[config.mk]
export PLATFORM = sky130hd
export DESIGN_NAME = mmio_timer_flat
export DESIGN_NICKNAME = d
export VERILOG_FILES = /design/src/rtl/mmio_timer_if.sv /design/src/rtl/mmio_timer.sv /design/src/flat_wrapper.sv
export SDC_FILE = /design/constraint.sdc
export NUM_CORES = 1
export LEC_CHECK = 0
export CAP_MARGIN = 15
export CORE_MARGIN = 3
export CORE_UTILIZATION = 55
export DETAILED_ROUTE_END_ITERATION = 12
export PLACE_DENSITY = 0.81
export SYNTH_ARGS = -nofsm -noshare
export SYNTH_HDL_FRONTEND = slang
export SYNTH_SLANG_ARGS = --single-unit
[constraint.sdc]
create_clock -name clk -period 2.9 [get_ports clk]
set_input_delay 0.58 -clock clk [delete_from_list [all_inputs] [get_ports clk]]
set_output_delay 0.58 -clock clk [all_outputs]
set_load 0.005 [all_outputs]
[src/rtl/mmio_timer_if.sv]
// CPU data-memory port bundle (ena/wea/addr/dina/douta) shared by the RAM and the timer.
// The CPU drives the master side; responders such as mmio_timer take the slave side.
interface mmio_timer_if #(
  parameter int unsigned ADDR_W = 10
) ();

  logic              ena;
  logic [3:0]        wea;
  logic [ADDR_W-1:0] addr;
  logic [31:0]       dina;
  logic [31:0]       douta;

  modport master (
    output ena,
    output wea,
    output addr,
    output dina,
    input  douta
  );

  modport slave (
    input  ena,
    input  wea,
    input  addr,
    input  dina,
    output douta
  );

endinterface

[src/rtl/mmio_timer.sv]
// Memory-mapped 32-bit timer/compare peripheral on the CPU data-memory port.
// Register map (addr[4:2]): 0 CTRL {IRQ_EN, AUTO_RELOAD, EN}, 1 COUNT, 2 COMPARE,
// 3 STATUS {MATCH, write-1-to-clear}, 4 PRESCALE[15:0], 5..7 unmapped.
// Reads have one cycle of registered latency and return the pre-update value.
// Optional feature macro: TIMER_PRESCALER_EN adds the PRESCALE register and prescale counter;
// without it the counter ticks every cycle while EN=1 and PRESCALE reads as 0.
module mmio_timer #(
  parameter int unsigned ADDR_W  = 10,
  parameter logic [31:0] CMP_RST = 32'hFFFF_FFFF
) (
  input  logic        clk,
  input  logic        rst_n,
  mmio_timer_if.slave bus,
  output logic        irq
);

  localparam logic [2:0] SelCtrl     = 3'd0;
  localparam logic [2:0] SelCount    = 3'd1;
  localparam logic [2:0] SelCompare  = 3'd2;
  localparam logic [2:0] SelStatus   = 3'd3;
  localparam logic [2:0] SelPrescale = 3'd4;

  // Merge the enabled bytes of wdata into cur.
  function automatic logic [31:0] byte_merge(input logic [31:0] cur,
                                             input logic [31:0] wdata,
                                             input logic [3:0]  be);
    logic [31:0] res;
    res = cur;
    for (int i = 0; i < 4; i++) begin
      if (be[i]) res[8*i +: 8] = wdata[8*i +: 8];
    end
    return res;
  endfunction

  // Bus decode
  logic [ADDR_W-1:0] addr;
  logic [2:0]        sel;
  logic              rd_en;
  logic              wr_en;
  logic              unused_addr;

  assign addr        = bus.addr;
  assign sel         = addr[4:2];
  assign unused_addr = ^{addr[ADDR_W-1:5], addr[1:0]};
  assign rd_en       = bus.ena && (bus.wea == 4'b0000);
  assign wr_en       = bus.ena && (bus.wea != 4'b0000);

  logic we_ctrl;
  logic we_count;
  logic we_compare;
  logic we_status;

  assign we_ctrl    = wr_en && (sel == SelCtrl);
  assign we_count   = wr_en && (sel == SelCount);
  assign we_compare = wr_en && (sel == SelCompare);
  assign we_status  = wr_en && (sel == SelStatus);

  // Architectural state
  logic [2:0]  ctrl_q, ctrl_d;
  logic [31:0] count_q, count_d;
  logic [31:0] compare_q, compare_d;
  logic        match_q, match_d;
  logic [31:0] douta_q, douta_d;

  logic        ctrl_en;
  logic        ctrl_reload;
  logic        ctrl_irq_en;

  assign ctrl_en     = ctrl_q[0];
  assign ctrl_reload = ctrl_q[1];
  assign ctrl_irq_en = ctrl_q[2];

  logic        tick;
  logic [15:0] prescale_rd;

`ifdef TIMER_PRESCALER_EN
  logic        we_prescale;
  logic [15:0] prescale_q, prescale_d;
  logic [15:0] pc_q, pc_d;
  logic [31:0] prescale_merged;

  assign we_prescale = wr_en && (sel == SelPrescale);
  assign tick        = ctrl_en && (pc_q == prescale_q);
  assign prescale_rd = prescale_q;

  // Prescale counter runs 0..PRESCALE and is held at 0 while the timer is disabled.
  always_comb begin
    pc_d = pc_q + 16'd1;
    if (!ctrl_en || tick) pc_d = 16'd0;
  end

  // PRESCALE byte writes (only the low two bytes exist).
  always_comb begin
    prescale_merged = byte_merge({16'd0, prescale_q}, bus.dina, {2'b00, bus.wea[1:0]});
    prescale_d      = prescale_q;
    if (we_prescale) prescale_d = prescale_merged[15:0];
  end

  // Prescaler state registers.
  always_ff @(posedge clk or negedge rst_n) begin
    if (!rst_n) begin
      prescale_q <= 16'd0;
      pc_q       <= 16'd0;
    end else begin
      prescale_q <= prescale_d;
      pc_q       <= pc_d;
    end
  end
`else
  assign tick        = ctrl_en;
  assign prescale_rd = 16'd0;
`endif

  // Compare always uses the register value before this edge's write.
  logic hit;
  assign hit = tick && (count_q == compare_q);

  // CTRL: only byte 0 holds implemented bits.
  always_comb begin
    ctrl_d = ctrl_q;
    if (we_ctrl && bus.wea[0]) ctrl_d = bus.dina[2:0];
  end

  // COUNT: tick result first, then written bytes override it.
  always_comb begin
    logic [31:0] count_tick;
    count_tick = count_q;
    if (tick) begin
      if (hit && ctrl_reload) count_tick = 32'd0;
      else                    count_tick = count_q + 32'd1;
    end
    count_d = count_tick;
    if (we_count) count_d = byte_merge(count_tick, bus.dina, bus.wea);
  end

  // COMPARE byte writes.
  always_comb begin
    compare_d = compare_q;
    if (we_compare) compare_d = byte_merge(compare_q, bus.dina, bus.wea);
  end

  // MATCH: write-1-to-clear, a same-cycle match wins.
  always_comb begin
    match_d = match_q;
    if (we_status && bus.wea[0] && bus.dina[0]) match_d = 1'b0;
    if (hit) match_d = 1'b1;
  end

  // Read mux; douta only updates on read strobes.
  always_comb begin
    logic [31:0] rdata;
    case (sel)
      SelCtrl:     rdata = {29'd0, ctrl_q};
      SelCount:    rdata = count_q;
      SelCompare:  rdata = compare_q;
      SelStatus:   rdata = {31'd0, match_q};
      SelPrescale: rdata = {16'd0, prescale_rd};
      default:     rdata = 32'd0;
    endcase
    douta_d = douta_q;
    if (rd_en) douta_d = rdata;
  end

  // Timer and read-data registers.
  always_ff @(posedge clk or negedge rst_n) begin
    if (!rst_n) begin
      ctrl_q    <= 3'd0;
      count_q   <= 32'd0;
      compare_q <= CMP_RST;
      match_q   <= 1'b0;
      douta_q   <= 32'd0;
    end else begin
      ctrl_q    <= ctrl_d;
      count_q   <= count_d;
      compare_q <= compare_d;
      match_q   <= match_d;
      douta_q   <= douta_d;
    end
  end

  assign bus.douta = douta_q;
  assign irq       = match_q & ctrl_irq_en;

endmodule

[src/flat_wrapper.sv]
// flat-port wrapper written by rule: the top's interface ports become plain ports
module mmio_timer_flat 
#(
  parameter int unsigned ADDR_W  = 10,
  parameter logic [31:0] CMP_RST = 32'hFFFF_FFFF
)
  (clk, rst_n, irq, bus_ena, bus_wea, bus_addr, bus_dina, bus_douta);
  mmio_timer_if #(.ADDR_W(ADDR_W)) bus_i ();
  input  logic clk;
  input  logic rst_n;
  output logic irq;
  input wire logic [$bits(bus_i.ena)-1:0] bus_ena;
  input wire logic [$bits(bus_i.wea)-1:0] bus_wea;
  input wire logic [$bits(bus_i.addr)-1:0] bus_addr;
  input wire logic [$bits(bus_i.dina)-1:0] bus_dina;
  output wire logic [$bits(bus_i.douta)-1:0] bus_douta;
  assign bus_i.ena = bus_ena;
  assign bus_i.wea = bus_wea;
  assign bus_i.addr = bus_addr;
  assign bus_i.dina = bus_dina;
  assign bus_douta = bus_i.douta;
  mmio_timer #(.ADDR_W(ADDR_W), .CMP_RST(CMP_RST)) u_core (.clk(clk), .rst_n(rst_n), .bus(bus_i), .irq(irq));
endmodule
==> results_dict.tcl <==
set metrics [dict create \
    share_seq_of_total_power_pct 52.2 \
    r2r-end "u_core.count_q[3]" \
    diodes 0 \
    rows 35 \
    finClkSkew_ns 0.0129 \
    first_pass_iters 5 \
    avgRoutedWirePerCell_um 18.5 \
    io_pins 82 \
    cts_setup_buffers 0 \
    num_vias 4244 \
    cts_buffers 9 \
    ys.flop_type "dfrtp_1" \
    p_per_area_nw_per_um2 648 \
    p_leak_nw 2.58 \
    overflow 0 \
    avgViaCountPerCell 5.94 \
    worstMarginPinSlew_ns 0.576 \
    ant_nets 0 \
    cts.path.max_buffers 2 \
    startpoint_type "register" \
    n_fill_cell 729 \
    cts_hold_buffers 0 \
    period_share_pct 83.0 \
    cts_root_buf "clkbuf_8" \
    drive_above_1_share_pct 24.4 \
    die_w_um 106 \
    postCtsResizedCells 0 \
    antenna_found_initial 0 \
    port_buffers 74 \
    switching_share_pct 33.0 \
    remaining_drc_errors 0 \
    syn_inst 513 \
    synthTopCellsByArea "dfrtp_1 (31%), dfstp_2 (15%), mux2_2 (7.2%), o31ai_2 (6.9%), nand2_1 (5.1%)" \
    gr-usage-all-layers_pct 24.0 \
    finalSetupViolCount 0 \
    synth_edf_count 0 \
    crit_fanout 20 \
    critPathRequiredTime_ns 3.13 \
    rrSetupSlack_ns 0.49 \
    drv_slew 0 \
    peakVddDrop_mv 0.326 \
    fp.dieH_um 106 \
    p_sw_mw 1.40 \
    slew_headroom_pct 61.6 \
    arrival_ns 2.63 \
    numPlacedInstances 699 \
    start_util_pct 57.8 \
    insertion_delay_ns 0.36 \
    synth_most_common_cell "nand2_1" \
    grt_pass1_wl_um 21300 \
    worstSetupPathType "reg2reg" \
    synth_top_cell_area_share_pct 31.1 \
    ys_seq_area_share_pct 46.5 \
    synth_area_sq_um 5470 \
    fp.coreArea_sq_um 9460 \
    r2r_cells 6 \
    cts.clk_slew.worst_paths_ns 0.09 \
    clkPwrFrac_pct 20.4 \
    clock_sinks 100 \
    fmax_mhz 416 \
    ys_types 50 \
    avgSynthCellArea_sq_um 10.7 \
    cap_violations 0 \
    num-nets-final 631 \
    rsz0062_at_grt "false" \
    dp_hpwl_um 9750 \
    synthArstFlopShare_pct 100 \
    dieArea_sq_um 11200 \
    rr_startpoint "u_core.count_q[8]" \
    wl_um 13200 \
    htree_levels 3 \
    setup_tns_ns 0 \
    area_delta_synth_final_pct 19.6 \
    gp_congestion 0.919 \
    p_int_mw 2.84 \
    grt_max_degree 59 \
    drt_iter0_drc 241 \
    min_path_type "in2async" \
    outcome "completed" \
    synthTopCellsByCount "nand2_1 (74), dfrtp_1 (68), mux2_2 (35)" \
    critPathCaptureType "register" \
    p_comb_share_pct 27.5 \
    hold_viol 0 \
    stdcell_count 715 \
    syn_nets 563 \
    yosys.area.top_type "dfrtp_1" \
    final.min_clock_period_ns 2.41 \
    yosysWarnings 0 \
    ys_seq_elements 100 \
    grt_pass1_vias 4191 \
    cts_tree "yes" \
]
[routing by layer]
layer	routed length, um	up-vias	track usage (%)	part of all wire, %
li1	-	1976	-	-
met1	5600	2063	32.9	42
met2	6330	183	38.5	48
met3	1040	22	5.27	7.9
met4	219	0	6.85	1.7
met5	0	-	0	0
[worst max-delay path by stage]
stage / startpoint / endpoint / cells past startpoint
final: u_core.count_q[8] / u_core.count_q[3] / 6
after global routing: u_core.count_q[8] / u_core.count_q[3] / 6
after CTS: u_core.count_q[8] / u_core.count_q[3] / 6
after detailed placement: bus_addr[3] / u_core.compare_q[16] / 5
after global placement: bus_addr[3] / u_core.compare_q[30] / 5
after floorplan: u_core.compare_q[0] / u_core.count_q[4] / 6
[state kept, by name, summed over array words and instances (netlist names)]
| signal | cells |
|---|---|
| u_core.compare_q | 32 |
| u_core.count_q | 32 |
| u_core.match_q | 1 |
| u_core.ctrl_q | 3 |
| u_core.bus.douta | 32 |
[layout make-up]
type	count	area (sq um)	area share (%)
Tap cell	129	161	2.47
Clock inverter	4	51.3	0.785
Timing Repair Buffer	93	893	13.7
Sequential cell	100	2540	38.9
Inverter	11	41.3	0.632
Multi-Input combinational cell	366	2710	41.5
Clock buffer	12	135	2.07
[power groups by stage]
stage                     Clock, mW  Combinational (mW)  Sequential [mW]
after floorplan                   0               0.859             2.05
after global placement            0                1.11             2.20
after detailed placement          0                1.15             2.22
after CTS                     0.889                1.16             2.20
after global routing          0.947                1.26             2.26
final                         0.862                1.16             2.21
[per-stage QoR]
| stage | util, % | worst slack (ns) | total power [mW] | cell area, sq um | hold slack [ns] |
|---|---|---|---|---|---|
| final | 69.1 | 0.494 | 4.23 | 6540 | 0.197 |
| after global routing | 69.1 | 0.425 | 4.47 | 6540 | 0.221 |
| after detailed placement | 67.1 | 0.264 | 3.38 | 6350 | 0.469 |
| after floorplan | - | 0.911 | 2.91 | 5470 | 0.284 |
| after CTS | 69.1 | 0.512 | 4.25 | 6540 | 0.206 |
| after global placement | 67.1 | 0.308 | 3.32 | 6350 | 0.460 |
[placed cells by master, fill, tap and decap left out, types with 2 or more instances in the layout]
| cell type | n |
|---|---|
| nand4_1 | 8 |
| o21ai_0 | 32 |
| mux2i_1 | 2 |
| buf_4 | 19 |
| xor2_1 | 27 |
| dfrtp_1 | 68 |
| nor2b_1 | 13 |
| clkdlybuf4s50_1 | 73 |
| o31ai_2 | 30 |
| clkbuf_1 | 3 |
| nand2b_1 | 4 |
| o22ai_1 | 2 |
| a22o_1 | 3 |
| mux2_2 | 35 |
| a31oi_1 | 2 |
| nor3_1 | 8 |
| nand3_1 | 20 |
| nor4_1 | 6 |
| and4_1 | 5 |
| a2111oi_2 | 2 |
| o41ai_1 | 2 |
| and2_1 | 4 |
| nor2_1 | 8 |
| clkbuf_8 | 9 |
| and3_1 | 10 |
| a22oi_1 | 29 |
| inv_1 | 10 |
| or2b_1 | 2 |
| xnor2_1 | 21 |
| dfstp_2 | 32 |
| nand2_1 | 73 |
[logic make-up after synthesis]
group	after synthesis	synth area share (%)
flip-flops	100	46.5
XOR/XNOR	48	7.69
buffers and inverters	47	4.10
AO/OA/AOI/OAI	106	16.7
AND/OR/NAND/NOR	173	16.8
multiplexers	38	8.06
adder cells (fa/ha/maj)	1	0.229
[worst max-delay path, cell delays in order (launching register included)]
cell,delay [ns]
dfrtp_1,0.47
xnor2_1,0.34
nand4_1,0.18
or4_4,0.49
nor4_4,0.26
buf_4,0.39
o31ai_2,0.14
Note: power is estimated with default switching activity, not from simulation.
